==> src/rtl/go_sequencer.sv <==
// go_sequencer: in-order go/kill/done initiator for a chain of NUM_STAGES stages, with a per-stage watchdog.
// Latency: start -> go_out[0] next cycle; done_in[i] -> go_out[i+1] next cycle; stall -> kill TIMEOUT+1 cycles after go.
// Backpressure: none; start is ignored while busy, and only done_in[idx] of the active stage is observed.
// Ports:
//   clk, reset_n             clock, asynchronous active-low reset
//   start, abort, err_clr    sequence launch, user abort, clear of the sticky timeout flag
//   done_in[NUM_STAGES]      per-stage done pulses
//   go_out, kill_out         one-cycle per-stage go / kill pulses
//   busy, seq_done           sequence in flight / one-cycle completion pulse
//   timeout_err, err_stage   sticky timeout flag and index of the last stage that timed out
module go_sequencer #(
  parameter int NUM_STAGES = 3,
  parameter int TIMEOUT    = 16,
  parameter int STAGE_W    = 2,
  parameter int TMR_W      = 5
) (
  input  logic                  clk,
  input  logic                  reset_n,
  input  logic                  start,
  input  logic                  abort,
  input  logic                  err_clr,
  input  logic [NUM_STAGES-1:0] done_in,
  output logic [NUM_STAGES-1:0] go_out,
  output logic [NUM_STAGES-1:0] kill_out,
  output logic                  busy,
  output logic                  seq_done,
  output logic                  timeout_err,
  output logic [STAGE_W-1:0]    err_stage
);

  typedef enum logic [2:0] {
    S_IDLE   = 3'd0,
    S_GO     = 3'd1,
    S_WAIT   = 3'd2,
    S_KILL   = 3'd3,
    S_FINISH = 3'd4
  } state_t;

  localparam logic [STAGE_W-1:0] LAST_IDX = STAGE_W'(NUM_STAGES - 1);
  localparam logic [TMR_W-1:0]   TMR_LAST = TMR_W'(TIMEOUT - 1);

  state_t             state;
  state_t             state_nxt;
  logic [STAGE_W-1:0] idx;
  logic [STAGE_W-1:0] idx_nxt;
  logic [TMR_W-1:0]   tmr;
  logic [TMR_W-1:0]   tmr_nxt;
  logic               err_set;    // watchdog fired this cycle
  logic               seq_launch; // start accepted this cycle

  // State register plus the datapath registers that ride along with it.
  always_ff @(posedge clk or negedge reset_n) begin
    if (!reset_n) begin
      state       <= S_IDLE;
      idx         <= '0;
      tmr         <= '0;
      timeout_err <= 1'b0;
      err_stage   <= '0;
    end else begin
      state <= state_nxt;
      idx   <= idx_nxt;
      tmr   <= tmr_nxt;
      // A timeout in the same cycle as a clear keeps the flag set.
      if (err_set) begin
        timeout_err <= 1'b1;
        err_stage   <= idx;
      end else if (seq_launch || err_clr) begin
        timeout_err <= 1'b0;
      end
    end
  end

  // Next-state logic. In WAIT: abort beats done, done beats the watchdog,
  // so a done arriving on the final watchdog cycle is still accepted.
  always_comb begin
    state_nxt  = state;
    idx_nxt    = idx;
    tmr_nxt    = tmr;
    err_set    = 1'b0;
    seq_launch = 1'b0;
    case (state)
      S_IDLE: begin
        if (start) begin
          state_nxt  = S_GO;
          idx_nxt    = '0;
          seq_launch = 1'b1;
        end
      end
      S_GO: begin
        tmr_nxt   = '0;
        state_nxt = abort ? S_KILL : S_WAIT;
      end
      S_WAIT: begin
        if (abort) begin
          state_nxt = S_KILL;
        end else if (done_in[idx]) begin
          if (idx == LAST_IDX) begin
            state_nxt = S_FINISH;
          end else begin
            state_nxt = S_GO;
            idx_nxt   = idx + STAGE_W'(1);
          end
        end else if (tmr == TMR_LAST) begin
          state_nxt = S_KILL;
          err_set   = 1'b1;
        end else begin
          tmr_nxt = tmr + TMR_W'(1);
        end
      end
      S_KILL:   state_nxt = S_IDLE;
      S_FINISH: state_nxt = S_IDLE;
      default:  state_nxt = S_IDLE;
    endcase
  end

  // Moore output decode of the registered state and stage index.
  always_comb begin
    go_out   = '0;
    kill_out = '0;
    busy     = (state != S_IDLE);
    seq_done = (state == S_FINISH);
    if (state == S_GO)   go_out[idx]   = 1'b1;
    if (state == S_KILL) kill_out[idx] = 1'b1;
  end

endmodule
==> config.mk <==
export PLATFORM = sky130hd
export DESIGN_NAME = go_sequencer
export DESIGN_NICKNAME = d
export VERILOG_FILES = /design/src/rtl/go_sequencer.sv
export SDC_FILE = /design/constraint.sdc
export NUM_CORES = 1
export LEC_CHECK = 0
export ABC_AREA = 0
export ABC_CLOCK_PERIOD_IN_PS = 1900
export CAP_MARGIN = 10
export CORE_MARGIN = 4
export CORE_UTILIZATION = 30
export CTS_BUF_LIST = sky130_fd_sc_hd__clkbuf_4
export CTS_CLUSTER_SIZE = 30
export DETAILED_ROUTE_END_ITERATION = 7
export PLACE_DENSITY = 0.54
export SLEW_MARGIN = 40
export SYNTH_ARGS = -nofsm -noshare
export SYNTH_HDL_FRONTEND = slang
export SYNTH_SLANG_ARGS = --single-unit
==> constraint.sdc <==
create_clock -name clk -period 1.9 [get_ports clk]
set_clock_uncertainty 0.2 [all_clocks]
set_input_delay 0.38 -clock clk [delete_from_list [all_inputs] [get_ports clk]]
set_output_delay 0.38 -clock clk [all_outputs]
set_load 0.1 [all_outputs]
==> impl_metrics.json <==
{
  "crit_arrival_ns": 1.41,
  "power.total_mw": 2.02,
  "tightest_slew_ns": 0.353,
  "worst_slack_ns": -0.0863,
  "rsz0062_at_grt": "true",
  "place_congestion": 0.835,
  "die_y_microns": 61.6,
  "synth_cell_types": 38,
  "wl_per_cell_microns": 15.1,
  "worstSetupPathType": "reg -> out",
  "dpl-instance-area_sq_um": 1360,
  "outcome": "finished with violations",
  "start_util": 0.312,
  "syn2layout_area_growth_pct": 84.0,
  "yosys_warnings": 0,
  "hp-class": "in -> async",
  "worst_hold_slack_ns": 0.188,
  "synth_common_cells": "dfrtp_1, inv_1, and2_1",
  "syn-mean-instance-area_sq_um": 9.46,
  "slowest_stage": "dfrtp_1",
  "seq_area_frac_synth": 0.378,
  "vdd.ir_drop.worst_mv": 1.01,
  "period_needed_ns": 1.99,
  "drive_gt1_frac": 0.564,
  "syn-cell-area_sq_um": 861,
  "reg2reg_setup_slack_ns": -0.05,
  "port_buffers": 18,
  "worstReg2RegStart": "state[1]$_DFFE_PN0P_",
  "powerDensity_nw_per_um2": 1270,
  "postCtsHoldBufs": 0,
  "fill_cells": 233,
  "antennaDiodeCount": 0,
  "cap_violations": 0,
  "die-area_sq_um": 3790,
  "grt_pass1_vias": 895,
  "syn-num-nets": 104,
  "ctsLongestPathBuffers": 2,
  "dr.pass1.iters": 4,
  "ys_ff_latch": 13,
  "detail-route-antenna-nets": 0,
  "dp_hpwl_microns": 1730,
  "end_kind": "output pin",
  "synth-async-reset-ratio": 1.00,
  "slowest_delay_ns": 0.43,
  "timing.final.max_slew_violations": 0,
  "hold_violations": 0,
  "violations": "negative setup slack",
  "synthFlopType": "dfrtp_1",
  "grtUsageTotal": 0.150,
  "r2r-end": "err_stage[1]$_DFFE_PN0P_",
  "vias_per_cell": 5.27,
  "cts_tree": "yes",
  "yosysTopAreaCellShare": 0.378,
  "drtIter0Drc": 38,
  "clock_latency_ns": 0.29,
  "rows": 19,
  "post_synth_inst_count": 91,
  "worst-r2r-cell-count": 6,
  "pre_cts_ws_ns": -0.252,
  "path_max_fanout": 3,
  "synth_most_common_cell": "dfrtp_1",
  "synth_edf_count": 0,
  "fin_nets": 154,
  "wl_microns": 2590,
  "relSlewSlack": 0.762,
  "synthTopCellsByArea": "dfrtp_1, ha_1, and2_1",
  "startpoint": "idx[0]$_DFFE_PN0P_",
  "path_cells": "inv_2, ha_4, inv_4, nor3_4, buf_12",
  "p_leak_nw": 0.693,
  "final_area_sq_um": 1580,
  "post-route-period-util": 1.05,
  "cts-buffers-inserted": 3,
  "finalSetupViolCount": 10,
  "dr_total_vias": 901,
  "antenna_found_initial": 0,
  "drc_errors": 0,
  "crit_end": "go_out[2]",
  "required_ns": 1.32,
  "grt_pass1_wl_microns": 4070,
  "fmaxAchievable_ghz": 0.503,
  "clkTransAtPathRegs_ns": 0.09,
  "cts.sink_count": 13,
  "critPathLaunchType": "flip-flop",
  "grt_overflow": 0,
  "dieWidth_microns": 61.6,
  "coreArea_sq_um": 2760,
  "cts-root-buf": "clkbuf_4",
  "grt_max_degree": 14,
  "synth_top_area_cell": "dfrtp_1",
  "pin_count": 19,
  "cts.htree.levels": 1
}
-- per-layer routing --
layer,part of all wire,vias up,global-route usage
met5,0,-,0
met4,0.020,0,0.0606
met3,0.049,6,0.0461
met2,0.49,23,0.236
met1,0.44,433,0.190
li1,-,439,-
-- cell type report --
class,count,area [sq um],area share
Clock buffer,4,30.0,0.0190
Inverter,7,28.8,0.0182
Multi-Input combinational cell,67,614,0.388
Sequential cell,13,330,0.209
Tap cell,31,38.8,0.0245
Timing Repair Buffer,49,542,0.342
-- stage by stage --
| stage | instances | TNS, ns | util |
|---|---|---|---|
| CTS | 164 | -0.700 | 0.548 |
| floorplan | 91 | -0.371 | - |
| global placement | 153 | -1.10 | 0.493 |
| detailed placement | 153 | -1.62 | 0.493 |
| finish | 171 | -0.449 | 0.574 |
| global route | 171 | -1.22 | 0.574 |
-- where the power goes --
part	switching, mW	internal [mW]	leakage (nW)	total (mW)
combinational	0.763	0.650	0.504	1.41
sequential	0.0788	0.333	0.170	0.411
clock	0.0977	0.0959	0.0184	0.194
-- repair_timing --
action,CTS,global route
gates cloned,1,0
pin swaps,3,5
resized for setup,21,8
setup endpoints to repair,11,17
buffers inserted,6,7
-- logic make-up after synthesis --
| family | Yosys count | share of synthesized area |
|---|---|---|
| compound gates | 19 | 0.189 |
| fa+ha+maj | 5 | 0.0727 |
| buf+inv | 12 | 0.0552 |
| flops | 13 | 0.378 |
| mux | 5 | 0.0654 |
| simple gates | 37 | 0.240 |
-- critical path: cells and delay by family, from the launching register on --
family	cells	cell delay [ns]
flops	1	0.43
buf+inv	3	0.33
simple gates	1	0.20
fa+ha+maj	1	0.16
-- worst min path at each step --
stage | slack [ns] | startpoint | cells past startpoint | to
2_1_floorplan | -0.12 | reset_n | 0 | err_stage[0]$_DFFE_PN0P_
3_3_place_gp | 0.33 | tmr[4]$_DFFE_PN0P_ | 2 | tmr[4]$_DFFE_PN0P_
3_5_place_dp | 0.33 | tmr[4]$_DFFE_PN0P_ | 2 | tmr[4]$_DFFE_PN0P_
4_1_cts | 0.19 | reset_n | 2 | err_stage[1]$_DFFE_PN0P_
5_1_grt | 0.20 | reset_n | 2 | idx[0]$_DFFE_PN0P_
6_report | 0.19 | reset_n | 2 | idx[0]$_DFFE_PN0P_
-- placed cells by master, fill, tap and decap left out, types with 3 or more instances in the layout --
cell	n
clkbuf_4	4
o21ai_0	4
dfrtp_2	4
buf_4	26
nand3_1	5
nand2_1	5
dfrtp_1	9
and2_4	5
nor2_1	3
inv_1	4
clkdlybuf4s50_1	7
buf_12	11
buf_6	5
o211ai_1	3
-- registers in the layout, indices dropped and copies added, names as in the netlist --
signal,count
err_stage,2
idx,2
state,3
timeout_err,1
tmr,5
(Power assumes the default switching activity.)
